--- src/rtl/dma_periph_modport_if.sv ---
// Peripheral/DMA handshake bundle: per-channel event pulses in, level requests and
// sticky overflow flags out. Channels are numbered 31..1; there is no bit 0.
interface dma_periph_modport_if;
    logic [31:1] tx_event;
    logic [31:1] rx_event;
    logic [31:1] periph_tx_clr;
    logic [31:1] periph_rx_clr;
    logic        ovf_clr;
    logic [31:1] periph_tx_req;
    logic [31:1] periph_rx_req;
    logic [31:1] tx_ovf;
    logic [31:1] rx_ovf;

    modport master (
        output tx_event,
        output rx_event,
        output periph_tx_clr,
        output periph_rx_clr,
        output ovf_clr,
        input  periph_tx_req,
        input  periph_rx_req,
        input  tx_ovf,
        input  rx_ovf
    );

    modport slave (
        input  tx_event,
        input  rx_event,
        input  periph_tx_clr,
        input  periph_rx_clr,
        input  ovf_clr,
        output periph_tx_req,
        output periph_rx_req,
        output tx_ovf,
        output rx_ovf
    );
endinterface

--- src/rtl/dma_periph_modport.sv ---
// Turns per-channel TX/RX event pulses into held DMA request levels, queueing up to
// PEND_MAX extra events per slice and flagging any event that had to be dropped.
module dma_periph_modport #(
    parameter int PEND_MAX = 3
) (
    input logic                  clk,
    input logic                  reset,
    dma_periph_modport_if.slave  bus
);
    localparam logic [2:0] LP_PEND_MAX = 3'(PEND_MAX);

    // Slices 0..30 are TX channels 1..31, slices 31..61 are RX channels 1..31.
    logic [61:0] w_event;
    logic [61:0] w_clr;
    logic [61:0] w_req;
    logic [61:0] w_ovf;

    assign w_event = {bus.rx_event, bus.tx_event};
    assign w_clr   = {bus.periph_rx_clr, bus.periph_tx_clr};

    for (genvar g = 0; g < 62; g++) begin : g_slice
        logic       r_req;
        logic [2:0] r_pend;
        logic       r_ovf;
        logic       w_has_pend;
        logic       w_launch;
        logic       w_dec;
        logic       w_queue;
        logic       w_ovf_set;

        assign w_has_pend = (r_pend != 3'd0);
        assign w_launch   = !r_req & (w_has_pend | w_event[g]);
        assign w_dec      = w_launch & w_has_pend;
        // The event is only consumed directly when it launches an empty slice.
        assign w_queue    = w_event[g] & !(w_launch & !w_has_pend);
        // A launch from the queue frees a slot in the same cycle, so only a full
        // queue with no launch has to drop the incoming event.
        assign w_ovf_set  = w_queue & !w_dec & (r_pend == LP_PEND_MAX);

        always_ff @(posedge clk or negedge reset) begin
            if (!reset) begin
                r_req  <= 1'b0;
                r_pend <= 3'd0;
                r_ovf  <= 1'b0;
            end else begin
                if (w_launch) begin
                    r_req <= 1'b1;
                end else if (r_req & w_clr[g]) begin
                    r_req <= 1'b0;
                end

                if (w_queue & !w_dec & !w_ovf_set) begin
                    r_pend <= r_pend + 3'd1;
                end else if (w_dec & !w_queue) begin
                    r_pend <= r_pend - 3'd1;
                end

                r_ovf <= w_ovf_set | (r_ovf & !bus.ovf_clr);
            end
        end

        assign w_req[g] = r_req;
        assign w_ovf[g] = r_ovf;
    end

    assign bus.periph_tx_req = w_req[30:0];
    assign bus.periph_rx_req = w_req[61:31];
    assign bus.tx_ovf        = w_ovf[30:0];
    assign bus.rx_ovf        = w_ovf[61:31];
endmodule

--- src/flat_wrapper.sv ---
// flat-port wrapper written by rule: the top's interface ports become plain ports
module dma_periph_modport_flat 
#(
    parameter int PEND_MAX = 3
)
  (clk, reset, bus_tx_event, bus_rx_event, bus_periph_tx_clr, bus_periph_rx_clr, bus_ovf_clr, bus_periph_tx_req, bus_periph_rx_req, bus_tx_ovf, bus_rx_ovf);
  dma_periph_modport_if bus_i ();
  input logic clk;
  input logic reset;
  input wire logic [$bits(bus_i.tx_event)-1:0] bus_tx_event;
  input wire logic [$bits(bus_i.rx_event)-1:0] bus_rx_event;
  input wire logic [$bits(bus_i.periph_tx_clr)-1:0] bus_periph_tx_clr;
  input wire logic [$bits(bus_i.periph_rx_clr)-1:0] bus_periph_rx_clr;
  input wire logic [$bits(bus_i.ovf_clr)-1:0] bus_ovf_clr;
  output wire logic [$bits(bus_i.periph_tx_req)-1:0] bus_periph_tx_req;
  output wire logic [$bits(bus_i.periph_rx_req)-1:0] bus_periph_rx_req;
  output wire logic [$bits(bus_i.tx_ovf)-1:0] bus_tx_ovf;
  output wire logic [$bits(bus_i.rx_ovf)-1:0] bus_rx_ovf;
  assign bus_i.tx_event = bus_tx_event;
  assign bus_i.rx_event = bus_rx_event;
  assign bus_i.periph_tx_clr = bus_periph_tx_clr;
  assign bus_i.periph_rx_clr = bus_periph_rx_clr;
  assign bus_i.ovf_clr = bus_ovf_clr;
  assign bus_periph_tx_req = bus_i.periph_tx_req;
  assign bus_periph_rx_req = bus_i.periph_rx_req;
  assign bus_tx_ovf = bus_i.tx_ovf;
  assign bus_rx_ovf = bus_i.rx_ovf;
  dma_periph_modport #(.PEND_MAX(PEND_MAX)) u_core (.clk(clk), .reset(reset), .bus(bus_i));
endmodule
--- config.mk ---
export PLATFORM = sky130hd
export DESIGN_NAME = dma_periph_modport_flat
export DESIGN_NICKNAME = d
export VERILOG_FILES = /design/src/rtl/dma_periph_modport_if.sv /design/src/rtl/dma_periph_modport.sv /design/src/flat_wrapper.sv
export SDC_FILE = /design/constraint.sdc
export NUM_CORES = 1
export LEC_CHECK = 0
export ABC_AREA = 1
export CELL_PAD_IN_SITES_DETAIL_PLACEMENT = 1
export CELL_PAD_IN_SITES_GLOBAL_PLACEMENT = 1
export CORE_MARGIN = 3
export CORE_UTILIZATION = 40
export CTS_BUF_LIST = sky130_fd_sc_hd__clkbuf_4 sky130_fd_sc_hd__clkbuf_8
export DETAILED_ROUTE_END_ITERATION = 16
export DONT_BUFFER_PORTS = 1
export PLACE_DENSITY = 0.73
export SLEW_MARGIN = 10
export SYNTH_ARGS = -nofsm -noshare
export SYNTH_HDL_FRONTEND = slang
export SYNTH_SLANG_ARGS = --single-unit
--- constraint.sdc ---
create_clock -name clk -period 2.4 [get_ports clk]
set_input_delay 0.48 -clock clk [delete_from_list [all_inputs] [get_ports clk]]
set_output_delay 0.48 -clock clk [all_outputs]
set_load 0.01 [all_outputs]
Word level (Yosys, flattened, before mapping)
Cells that the tools add are included.
{"block": "word_totals", "ff_bits": 310}
{"block": "classes", "addsub": 124, "eq_ne": 62, "mux": 248, "bitwise_logic": 744, "reduce_logical": 559}
{"op": "$and 1x1->1", "n": 620}
{"op": "$logic_not 1->1", "n": 373}
{"op": "$mux 3", "n": 124}
{"op": "$reduce_bool 2->1", "n": 124}
{"op": "$add 3x1->3 const B", "n": 62}
{"op": "$eq 3x2->1 const B", "n": 62}
{"op": "$reduce_bool 3->1", "n": 62}
{"op": "$sub 3x1->3 const B", "n": 62}
{"op": "$mux 1", "n": 124}
{"op": "$or 1x1->1", "n": 124}

Logic depth before layout (Yosys ltp)
Gate-level depths: netlist of run 1.
{"block": "logic_depth", "ltp_word": 11, "ltp_mapped": 10, "ltp_nobuf": 10}

Worst setup path before layout of run 1
Ideal clock, no wire load.
{"block": "synth_timing", "path_kind": "input -> register", "start": "input port bus_rx_event[26]", "end": "register u_core.g_slice[57].r_pend[2]", "setup_time_ns": 0.117, "t_arrival_ns": 1.345, "slack_ns": 0.938, "cell_stages": 8, "n_path_buf": 0, "cell_sequence": "nand2_1 -> inv_2 -> nand2_4 -> fa_1 -> inv_1 -> nand3_1 -> nand4_1 -> nand2_1"}
{"block": "synth_between", "elab_chain_len": 10, "word_cells_on_any_way": 15, "classes_between": "mux (1); bitwise (9); reduce/logical (5)"}
{"element": "from (decl)", "line_no": "flat_wrapper.sv:11", "source": "input wire logic [$bits(bus_i.rx_event)-1:0] bus_rx_event;"}
{"element": "$or 1x1->1", "line_no": "dma_periph_modport.sv:32", "source": "assign w_launch = !r_req & (w_has_pend | w_event[g]);"}
{"element": "$and 1x1->1", "line_no": "dma_periph_modport.sv:32"}
{"element": "$and 1x1->1", "line_no": "dma_periph_modport.sv:35", "source": "assign w_queue = w_event[g] & !(w_launch & !w_has_pend);"}
{"element": "$logic_not 1->1", "line_no": "dma_periph_modport.sv:35"}
{"element": "$and 1x1->1", "line_no": "dma_periph_modport.sv:35"}
{"element": "$and 1x1->1", "line_no": "dma_periph_modport.sv:38, dma_periph_modport.sv:52"}
{"element": "$and 1x1->1", "line_no": "dma_periph_modport.sv:38", "source": "assign w_ovf_set = w_queue & !w_dec & (r_pend == LP_PEND_MAX);"}
{"element": "$logic_not 1->1", "line_no": "dma_periph_modport.sv:52", "source": "if (w_queue & !w_dec & !w_ovf_set) begin"}
{"element": "$and 1x1->1", "line_no": "dma_periph_modport.sv:52"}
{"element": "$mux 3 / $reduce_bool 2->1 (equally long branches)"}
{"element": "to (signal assigned)", "line_no": "dma_periph_modport.sv:53", "source": "r_pend <= r_pend + 3'd1;"}
{"element": "to (signal assigned)", "line_no": "dma_periph_modport.sv:55", "source": "r_pend <= r_pend - 3'd1;"}
{"element": "to (decl)", "line_no": "dma_periph_modport.sv:23", "source": "logic [2:0] r_pend;"}
Several ways; a longest one is shown, not always the timed one.
A chain may end at the register's enable or synchronous reset.

Final worst setup path of run 1
{"block": "layout_timing", "start": "register u_core.g_slice[14].r_pend[0]", "end": "register u_core.g_slice[14].r_req"}
{"block": "layout_between", "elab_chain_len": 4, "word_cells_on_any_way": 5, "classes_between": "mux (1); bitwise (2); reduce/logical (2)"}
{"element": "from (decl)", "line_no": "dma_periph_modport.sv:23"}
{"element": "from (signal assigned)", "line_no": "dma_periph_modport.sv:53"}
{"element": "from (signal assigned)", "line_no": "dma_periph_modport.sv:55"}
{"element": "$reduce_bool 3->1 *", "line_no": "dma_periph_modport.sv:31", "source": "assign w_has_pend = (r_pend != 3'd0);"}
{"element": "$or 1x1->1 *", "line_no": "dma_periph_modport.sv:32"}
{"element": "$and 1x1->1 *", "line_no": "dma_periph_modport.sv:32"}
{"element": "$mux 1 / $reduce_bool 2->1 (equally long branches)"}
{"element": "to (signal assigned)", "line_no": "dma_periph_modport.sv:42", "source": "r_req <= 1'b0;"}
{"element": "to (signal assigned)", "line_no": "dma_periph_modport.sv:47", "source": "r_req <= 1'b1;"}
{"element": "to (signal assigned)", "line_no": "dma_periph_modport.sv:49", "source": "r_req <= 1'b0;"}
{"element": "to (decl)", "line_no": "dma_periph_modport.sv:22", "source": "logic r_req;"}
Mark *: on every way between the ends. The rest lies on a longest branch, timed or not.

==> run metrics, run 1 <==
status=finished with violations; failing checks=negative hold slack; cts hold-fix bufs=122; Final Hold Viols=310; first-pass GRT wire length=72430 microns; RePlAce Congestion=0.8089; Cell Pwr Density=1230 mW/mm^2; Place WS=0.7930 ns; GRT Util Overall=18.10%; Most used DFF post-synth=dfrtp_1; Worst Skew=0.01465 ns; max_cap viols=0; HPWL Detailed=28550 microns; Required @ worst endpoint=2.91 ns; Worst setup SP type=register; TNS Setup=0 ns; Crit path arrival time=2.19 ns; CP delay by family, top=buffers and inverters; top cell type's share of synthesized area=42.94%; WS Path Type=register to register; core area=0.04441 sq mm; ys async rst share=100.0%; nets=2308; fraction of the cycle the final worst path needs=70.19%; worst min-delay path category=input port to asynchronous set/reset pin; worst slew margin relative to its limit=55.61%; diode count=0; Initial Util=40.68%; number of synthesized flops with an enable pin=0; Seq/Total Area, Yosys=42.94%; CTS root buf=clkbuf_8; cells along the critical path=nor2_1, nand2_2, o31ai_1, dlygate4sd3_1, inv_1; Distinct cells, synth=21; Crit-path slowest cell=dlygate4sd3_1; CP bufs+invs=2; # setup viols final=0; I/O Buffers=0; 1st-iter DRT viols=542; fillers=5194; DIE AREA=0.04776 sq mm; Synth Register Bits=310; Synth Cell Area=0.01807 sq mm; WL/cell=15.48 microns; Post-synth top cells=nand2_1, inv_1, dfrtp_1, nand3_1, buf_4; Area contributors post-synth=dfrtp_1, nand2_1, inv_1, fa_1, nand3_2; Worst R2R Setup Slack=0.72 ns; Peak VDD IR=602.8 uV; Detail Route Antenna Nets=0; leak pwr=10.23 nW; vias in the first global route=15090; Crit Path Max Fanout=4; share of cells above drive strength 1=14.52%; Slew @ Worst Pin=0.6659 ns; clk slew on worst S/H paths=0.06 ns; Final Util=45.87%; worst hold slack=-0.4346 ns; TritonCTS buffer count=59; die outline width=218.5 microns; Tot Pwr=25.05 mW; worst-skew pair later-pin latency=0.62 ns; Mapped Cells=2067; Ports=251; DR vias=13730; CP max stage delay=0.61 ns; CTS H-tree depth=2; via/cell ratio=4.984; Highest Clock Rate=593.6 MHz; DIE HEIGHT=218.5 microns; Avg Cell Area, Syn=8.741 sq um; synth warn=0; Pre-Repair DR Iteration Count=4; most area-hungry cell type in the Yosys netlist=dfrtp_1; routed wire length=42640 microns; CP endpoint kind=register; synth-to-layout area growth=12.76%; final slew viol count=0; Syn Nets=2256; global route total overflow=0; CTS tree=yes; top-count cell post-synth=nand2_1; RSZ-0062 raised after global routing=no; clk buf depth=3; worst setup margin=0.7155 ns; Post-route DRC=0; Period minus WS final=1.685 ns; initial antenna violation count=1; CTS sink cnt=310; Cell Rows=77; largest net degree at the start of global routing=311
timing repair:
item,4_1_cts,5_1_grt
endpoints found under the setup margin,0,0
resized for setup,0,0
setup buffers,0,0
endpoints found under the hold margin,434,310
cell families (layout without fill, tap and decap cells):
group                      count (synthesis)  in the layout  synth area share (%)
DFF                                      310            310                 42.94
adders and majority gates                 62             62                 6.870
buffers and inverters                    552            648                 14.10
xor gates and xnor gates                  62             62                 3.006
and+or+nand+nor                          899            899                 26.00
AOI/OAI and AO/OA                        182            182                 7.085
placed cells by master, fill, tap and decap left out:
master           n
clkbuf_8        79
bufinv_16        1
fa_1            62
inv_2            9
nand3_2        108
nand2_1        429
nand4_1         66
clkinv_2         6
nand2_2         71
o31ai_1         62
o21ai_1          8
clkbuf_4        18
o22ai_1          9
o21ai_0         49
buf_16           1
inv_1          411
nand3_1        136
xor2_1          62
a21o_2           1
dfrtp_1        310
nand2_4         18
clkinvlp_4       2
o32ai_1         53
dlygate4sd3_1  121
nor2_1          71
metal layers:
metal | wire length (microns) | GRT usage, %
met5 | 7 | 0
met4 | 1009 | 5.545
met3 | 2071 | 3.712
met2 | 21860 | 32.56
met1 | 17690 | 21.71
final timing paths:
path	start	end	cells after the start
max in group asynchronous	reset	u_core.g_slice[40].r_req$_DFFE_PN0P_	0
min reg2reg	u_core.g_slice[4].r_pend[2]$_DFFE_PN0P_	u_core.g_slice[4].r_pend[2]$_DFFE_PN0P_	2
max	u_core.g_slice[14].r_pend[0]$_DFFE_PN0P_	u_core.g_slice[14].r_req$_DFFE_PN0P_	5
max reg2reg	u_core.g_slice[14].r_pend[0]$_DFFE_PN0P_	u_core.g_slice[14].r_req$_DFFE_PN0P_	5
min	reset	u_core.g_slice[54].r_pend[2]$_DFFE_PN0P_	0
min in group clk	bus_periph_rx_clr[22]	u_core.g_slice[53].r_req$_DFFE_PN0P_	3
cell type report:
type | count | area [sq um] | area share (%)
Multi-Input combinational cell | 1205 | 7762 | 38.10
Inverter | 421 | 1582 | 7.763
Sequential cell | 310 | 7757 | 38.08
Tap cell | 592 | 740.7 | 3.636
Clock inverter | 8 | 70.07 | 0.3439
Timing Repair Buffer | 122 | 1239 | 6.080
Clock buffer | 97 | 1222 | 6.000
power breakdown:
group | switching (mW) | leakage [nW] | internal, mW
clock | 2.33 | 0.685 | 3.30
combinational | 5.43 | 5.80 | 3.79
sequential | 2.83 | 3.75 | 7.38
total | 10.6 | 10.2 | 14.5
registers in the layout, indices dropped and copies added, names as in the netlist:
name	count
u_core.g_slice.r_req	62
u_core.g_slice.r_ovf	62
u_core.g_slice.r_pend	186
metrics by stage:
step | std cells | cell area [sq um]
6_report | 2755 | 20370
5_1_grt | 2755 | 20370
4_1_cts | 2755 | 20370
3_5_place_dp | 2528 | 17840
3_3_place_gp | 2528 | 17840
2_1_floorplan | 2067 | 18070
Note: power is estimated with default switching activity, not from simulation.
==> run 2: changes to the inputs <==
--- a/config.mk
+++ b/config.mk
@@ -13,7 +13,7 @@
 export CTS_BUF_LIST = sky130_fd_sc_hd__clkbuf_4 sky130_fd_sc_hd__clkbuf_8
 export DETAILED_ROUTE_END_ITERATION = 16
 export DONT_BUFFER_PORTS = 1
-export PLACE_DENSITY = 0.73
+export PLACE_DENSITY = 0.76
 export SLEW_MARGIN = 10
 export SYNTH_ARGS = -nofsm -noshare
 export SYNTH_HDL_FRONTEND = slang
==> constraint.sdc (replaced) <==
create_clock -name clk -period 1.5 [get_ports clk]
set_input_delay 0.3 -clock clk [delete_from_list [all_inputs] [get_ports clk]]
set_output_delay 0.3 -clock clk [all_outputs]
set_load 0.01 [all_outputs]
==> run 2 against run 1 <==
  * Worst hold slack worse by 0.21 ns
  * Largest cell class unchanged
  * Global-route usage grew 4.1 points
  * Routed wire length increased by 63%
  * Clock power rose by 77%
  * Sequential power increased by 56%
  * The run ends with negative hold slack, negative setup slack left
  * Core utilization is 9.6 points higher
  * First-iteration DRC count grew 66%
  * Combinational power grew to 2.9 times the previous value
==> run metrics, run 2 (synthesis results as in run 1) <==
core area=0.04441 sq mm (unchanged); Comb power frac=51.1% (+14 points); CP max stage delay=0.53 ns (-0.08 ns); Initial Util=40.68% (unchanged); worst slew margin relative to its limit=46.92% (-8.7 points); Slew @ Worst Pin=0.7962 ns (+0.1303 ns); clk buf depth=3 (unchanged); 1st-iter DRT viols=902 (+66%); nets=2693 (+17%); Peak VDD IR=1057 uV (+75%); share of power burned in registers=30.1% (-11 points); WS Path Type=register to register; Post-route DRC=0 (unchanged); TritonCTS buffer count=59 (unchanged); HPWL Detailed=30920 microns (+8.3%); NetSw=23.42 mW (+120%); global route total overflow=0 (unchanged); worst setup margin=-0.2511 ns (-0.9666 ns); Reg with most FFs=u_core.g_slice.r_pend; clock share of power=18.8% (-3.7 points); Crit-path slowest cell=dfrtp_1; final slew viol count=0 (unchanged); Net Sw Frac=44.34% (+2.1 points); cts hold-fix bufs=126 (+3.3%); max reg flops=186 (unchanged); Crit path arrival time=2.34 ns (+0.15 ns); status=finished with violations; Regs by FF count=u_core.g_slice.r_pend x186, u_core.g_slice.r_ovf x62, u_core.g_slice.r_req x62; # setup viols final=64 (+64); failing checks=negative hold slack, negative setup slack; Worst setup SP type=register; RePlAce Congestion=0.8109 (+0.25%); Highest Clock Rate=571.1 MHz (-3.8%); R2R cell count=8 (+3); WL/cell=22.02 microns (+42%); Pre-Repair DR Iteration Count=5 (+1); Final Util=55.42% (+9.6 points); P_int=29.40 mW (+100%); worst-skew pair later-pin latency=0.65 ns (+0.03 ns); initial antenna violation count=4 (+3); worst min-delay path category=input port to asynchronous set/reset pin; Cell Rows=77 (unchanged); largest net degree at the start of global routing=311 (unchanged); synth-to-layout area growth=36.25%; die outline width=218.5 microns (unchanged); CTS root buf=clkbuf_8; max_cap viols=0 (unchanged); via/cell ratio=5.361 (+7.6%); CTS H-tree depth=2 (unchanged); placed cell count=2644 (+4.6%); leak pwr=12.13 nW (+19%); most common cell after layout, fill and taps aside=nand2_1; Cell Pwr Density=2146 mW/mm^2 (+74%); Post-Layout Cell Count=3149 (+14%); Crit Path Max Fanout=2 (-2); DR vias=16880 (+23%); Detail Route Antenna Nets=0 (unchanged); CP endpoint kind=register; Period minus WS final=1.751 ns (+0.06660 ns); CTS sink cnt=310 (unchanged); vias in the first global route=17590 (+17%); fraction of the cycle the final worst path needs=116.7% (+47 points); Required @ worst endpoint=2.09 ns (-0.82 ns); GRT Util Overall=22.19% (+4.1 points); CP most frequent cell=nand2_2; commonest cells after routing, fill and taps aside=nand2_1, inv_1, buf_4, dfrtp_1, dlygate4sd3_1; Ports=251 (unchanged); Worst Skew=0.03155 ns (+0.01690 ns); cells along the critical path=buf_4, nand3_4, fa_2, inv_2, nand4_1, nand2_1, nand2_2, nand2_2; routed wire length=69330 microns (+63%); RSZ-0062 raised after global routing=yes; I/O Buffers=0 (unchanged); DIE HEIGHT=218.5 microns (unchanged); share of cells above drive strength 1=36.35% (+22 points); CTS tree=yes; clk slew on worst S/H paths=0.07 ns (about the same); first-pass GRT wire length=87000 microns (+20%); DIE AREA=0.04776 sq mm (unchanged); Final Hold Viols=310 (unchanged); worst hold slack=-0.6489 ns (-0.2144 ns)
-- run 2: cell count changes in the layout (fill, tap and decap cells not counted), sizes merged --
cell,before,now
diode,0,4
clkbuf,97,100
clkinvlp,2,0
buf,1,383
bufinv,1,2
dlygate4sd3,121,124
clkinv,6,9
-- run 2: timing repair --
action,in CTS,in global routing
gates resized for setup,89,282
endpoints found under the hold margin,616,310
buffers inserted,84,182
endpoints found under the setup margin,88,156
pin swaps,3,137
-- run 2: power groups by stage --
| stage | clock, mW | sequential, mW | combinational (mW) |
|---|---|---|---|
| after global placement | 0 | 15.1 | 15.8 |
| after global routing | 10.5 | 16.2 | 29.6 |
| after CTS | 9.89 | 15.2 | 19.4 |
| after detailed placement | 0 | 15.4 | 17.2 |
| after floorplan | 0 | 15.0 | 12.9 |
| final | 9.95 | 15.9 | 27.0 |
-- run 2: path summary, 6_finish.rpt --
kind	startpoint	endpoint	slack (ns)
min in group clk	bus_ovf_clr	u_core.g_slice[46].r_ovf$_DFF_PN0_	0.10
worst max-delay path	u_core.g_slice[14].r_req$_DFFE_PN0P_	u_core.g_slice[14].r_pend[2]$_DFFE_PN0P_	-0.25
worst min register to register	u_core.g_slice[57].r_pend[2]$_DFFE_PN0P_	u_core.g_slice[57].r_pend[2]$_DFFE_PN0P_	0.49
worst min-delay path	reset	u_core.g_slice[31].r_pend[1]$_DFFE_PN0P_	-0.65
max in group asynchronous	reset	u_core.g_slice[0].r_pend[0]$_DFFE_PN0P_	1.41
worst max register to register	u_core.g_slice[14].r_req$_DFFE_PN0P_	u_core.g_slice[14].r_pend[2]$_DFFE_PN0P_	-0.25
-- run 2: layout make-up --
class                      count  area (sq um)
inverter                     421          1584
antenna                        4         10.01
multi-input combinational   1205          8706
clock buffer                 100          1289
tap                          592         740.7
sequential                   310          7802
clock inverter                10         100.1
timing repair buffer         507          4384
fill                        4977         19800
-- run 2: worst max-delay path: cells and delay by family, from the launching register on --
family                     cells  cell delay [ns]
adders and majority gates      1             0.39
buffers and inverters          2             0.25
DFF                            1             0.53
and+or+nand+nor                5             0.52
-- run 2: per-layer routing --
| metal | GRT usage (%) | part of all wire, % |
|---|---|---|
| met5 | 0 | 0 |
| met4 | 10.26 | 5.7 |
| met3 | 4.352 | 5.2 |
| met2 | 42.30 | 54 |
| met1 | 23.33 | 35 |
-- run 2: stage by stage --
step	worst slack (ns)	hold WS, ns	power [mW]	setup TNS [ns]	area, sq um
after floorplan	0.06923	0.004409	27.91	0	18070
after detailed placement	-0.07288	0.009966	32.59	-0.3577	18710
final	-0.2511	-0.6489	52.81	-3.726	24620
after global routing	-0.2426	-0.6957	56.33	-11.05	24620
after global placement	0.02535	0.01162	30.95	0	18710
after CTS	-0.05378	-0.7060	44.42	-1.734	22300
==> run 3: changes to the inputs <==
--- a/config.mk
+++ b/config.mk
@@ -13,6 +13,7 @@
 export CTS_BUF_LIST = sky130_fd_sc_hd__clkbuf_4 sky130_fd_sc_hd__clkbuf_8
 export DETAILED_ROUTE_END_ITERATION = 16
 export DONT_BUFFER_PORTS = 1
+export GPL_TIMING_DRIVEN = 0
 export PLACE_DENSITY = 0.76
 export SLEW_MARGIN = 10
 export SYNTH_ARGS = -nofsm -noshare
==> run 3 against run 2 <==
  * The flow still finishes with violations (negative hold slack, negative setup slack)
  * Combinational power about the same
  * Global-route usage down 0.74 points
  * Register-to-register slack about the same
  * Maximum frequency up 0.35%
  * Die area unchanged
  * Sequential cell count unchanged
  * Cell area up 2.8%
  * Via count up 1.1%
  * Highest routed layer unchanged
  * Non-clock buffer count up 80
  * Sequential share of layout area down 0.51 points
  * Clock-buffer cell count down 10
==> run metrics, run 3 (synthesis results as in run 1) <==
clk buf depth=3 (unchanged); crit path capture=u_core.g_slice[16].r_pend[2]$_DFFE_PN0P_; CP most frequent cell=nand2_1; worst setup path start=u_core.g_slice[16].r_pend[2]$_DFFE_PN0P_; Slew @ Worst Pin=0.9071 ns (+0.1109 ns); 1st-iter DRT viols=849 (-5.9%); CP bufs+invs=2 (unchanged); worst setup margin=-0.2451 ns (+0.006045 ns); first-pass GRT wire length=84840 microns (-2.5%); Peak VDD IR=1041 uV (-1.5%); CTS tree=yes; RePlAce Congestion=0.7853 (-3.2%); CP endpoint kind=register; DIE AREA=0.04776 sq mm (unchanged); Required @ worst endpoint=2.07 ns (-0.02 ns); HPWL Detailed=29940 microns (-3.2%); # setup viols final=72 (+13%); CP max stage delay=0.39 ns (-0.14 ns); DIE HEIGHT=218.5 microns (unchanged); placed cell count=2659 (+0.57%); DR vias=17080 (+1.1%); Ports=251 (unchanged); Worst R2R Start=u_core.g_slice[16].r_pend[2]$_DFFE_PN0P_; max reg flops=186 (unchanged); initial antenna violation count=4 (unchanged); cells along the critical path=inv_1, nand3_2, nand3_2, fa_2, inv_1, nand4_1, nand2_1, nand2_1, nand2_1; Worst setup SP type=register; Regs by FF count=u_core.g_slice.r_pend x186, u_core.g_slice.r_ovf x62, u_core.g_slice.r_req x62; Period minus WS final=1.745 ns (-0.006045 ns); synth-to-layout area growth=40.01%; leak pwr=12.46 nW (+2.8%); vias in the first global route=17110 (-2.7%); WL/cell=21.59 microns (-2.0%); GRT Util Overall=21.46% (-0.74 points); Net Sw Frac=44.24% (-0.10 points); Cell Pwr Density=2069 mW/mm^2 (-3.6%); CTS root buf=clkbuf_8; Highest Clock Rate=573.0 MHz (+0.35%); Post-Layout Cell Count=3217 (+2.2%); Initial Util=40.68% (unchanged); failing checks=negative hold slack, negative setup slack; final slew viol count=0 (unchanged); Pre-Repair DR Iteration Count=5 (unchanged); Worst Skew=0.02084 ns (-0.01071 ns); TritonCTS buffer count=56 (-5.1%); Crit path arrival time=2.32 ns (-0.02 ns); nets=2770 (+2.9%); Place WS=-0.09496 ns (-0.02207 ns); WP depth=9 (+1); I/O Buffers=0 (unchanged); clk slew on worst S/H paths=0.06 ns (about the same); worst-skew pair later-pin latency=0.65 ns (about the same); core area=0.04441 sq mm (unchanged); RSZ-0062 raised after global routing=yes; routed wire length=69440 microns (+0.17%); Crit-path slowest cell=dfrtp_1; Worst R2R Setup Slack=-0.25 ns (about the same); worst min-delay path category=input port to asynchronous set/reset pin; die outline width=218.5 microns (unchanged); CP delay by family, top=simple AND/OR/NAND/NOR gates; CTS sink cnt=310 (unchanged); P_int=29.18 mW (-0.74%); share of power burned in registers=30.7% (+0.6 points); share of cells above drive strength 1=40.44% (+4.1 points); worst hold slack=-0.6367 ns (+0.01223 ns); Reg with most FFs=u_core.g_slice.r_pend; Comb power frac=52.2% (+1.1 points); CTS H-tree depth=2 (unchanged); TNS Setup=-3.419 ns (+0.3075 ns); fraction of the cycle the final worst path needs=116.3% (-0.40 points); Detail Route Antenna Nets=0 (unchanged); Post-route DRC=0 (unchanged); most common cell after layout, fill and taps aside=nand2_1; max_cap viols=0 (unchanged); WS Path Type=register to register; Reg-to-Reg End=u_core.g_slice[16].r_pend[2]$_DFFE_PN0P_; largest net degree at the start of global routing=311 (unchanged); Cell Rows=77 (unchanged); status=finished with violations; cts hold-fix bufs=124 (-1.6%); worst slew margin relative to its limit=39.53% (-7.4 points); via/cell ratio=5.308 (-0.99%); Final Hold Viols=310 (unchanged); global route total overflow=0 (unchanged); Crit Path Max Fanout=3 (+1); commonest cells after routing, fill and taps aside=nand2_1, inv_1, buf_4, dfrtp_1, buf_6; R2R cell count=9 (+1); NetSw=23.15 mW (-1.1%); clock share of power=17.1% (-1.7 points)
-- run 3: cell types whose count changed in the layout (fill, tap and decap cells not counted), moves of 7 or more --
| cell | change |
|---|---|
| buf_6 | +72 |
| dfrtp_2 | +70 |
| dfrtp_1 | -70 |
| nand3_4 | -8 |
| nand3_2 | +11 |
| buf_2 | +7 |
| clkbuf_8 | -8 |
-- run 3: how the worst min path moves through the flow --
stage	end	slack (ns)	start
final	u_core.g_slice[31].r_pend[1]$_DFFE_PN0P_	-0.64	reset
after floorplan	u_core.g_slice[0].r_ovf$_DFF_PN0_	0.004	reset
after CTS	u_core.g_slice[22].r_ovf$_DFF_PN0_	-0.71	reset
after global routing	u_core.g_slice[31].r_pend[1]$_DFFE_PN0P_	-0.67	reset
after detailed placement	u_core.g_slice[3].r_pend[1]$_DFFE_PN0P_	0.01	reset
after global placement	u_core.g_slice[31].r_pend[1]$_DFFE_PN0P_	0.01	reset
-- run 3: per-layer routing --
layer	part of all wire (%)	global-route usage [%]	wire length [microns]
met4	5.0	9.154	3476
met1	36	23.75	25140
met5	0	0	0
met2	54	39.81	37420
met3	4.9	4.296	3410
-- run 3: power groups by stage --
stage                     clock network (mW)  logic, mW  registers [mW]
final                                   8.94       27.3            16.1
after floorplan                            0       12.9            15.0
after global placement                     0       14.7            15.6
after global routing                    9.48       29.8            16.5
after CTS                               8.90       19.1            15.5
after detailed placement                   0       16.1            15.8
-- run 3: timing repair --
item,4_1_cts,5_1_grt
endpoints found under the setup margin,167,212
gates cloned,0,0
pin swaps,1,118
gates resized for setup,206,291
buffers inserted,117,215
hold endpoints to repair,618,310
-- run 3: through the flow --
step / power, mW / hold slack (ns) / cell area [sq um] / util [%]
final: 52.33 / -0.6367 / 25300 / 56.95
after global routing: 55.75 / -0.6736 / 25300 / 56.95
after CTS: 43.46 / -0.7051 / 22750 / 51.22
after detailed placement: 31.90 / 0.01162 / 18810 / 42.35
after global placement: 30.35 / 0.01497 / 18810 / 42.35
after floorplan: 27.91 / 0.004409 / 18070 / -
-- run 3: cell type report --
cell class	instances	area (sq um)
diodes	4	10.01
plain buffers	131	1431
clock buffers	90	1164
clock inverters	8	45.04
fillers	4974	19120
inverters	421	1585
multi-input cells	1205	8643
flip-flops and latches	310	7890
well taps	592	740.7
repair buffers	456	3786
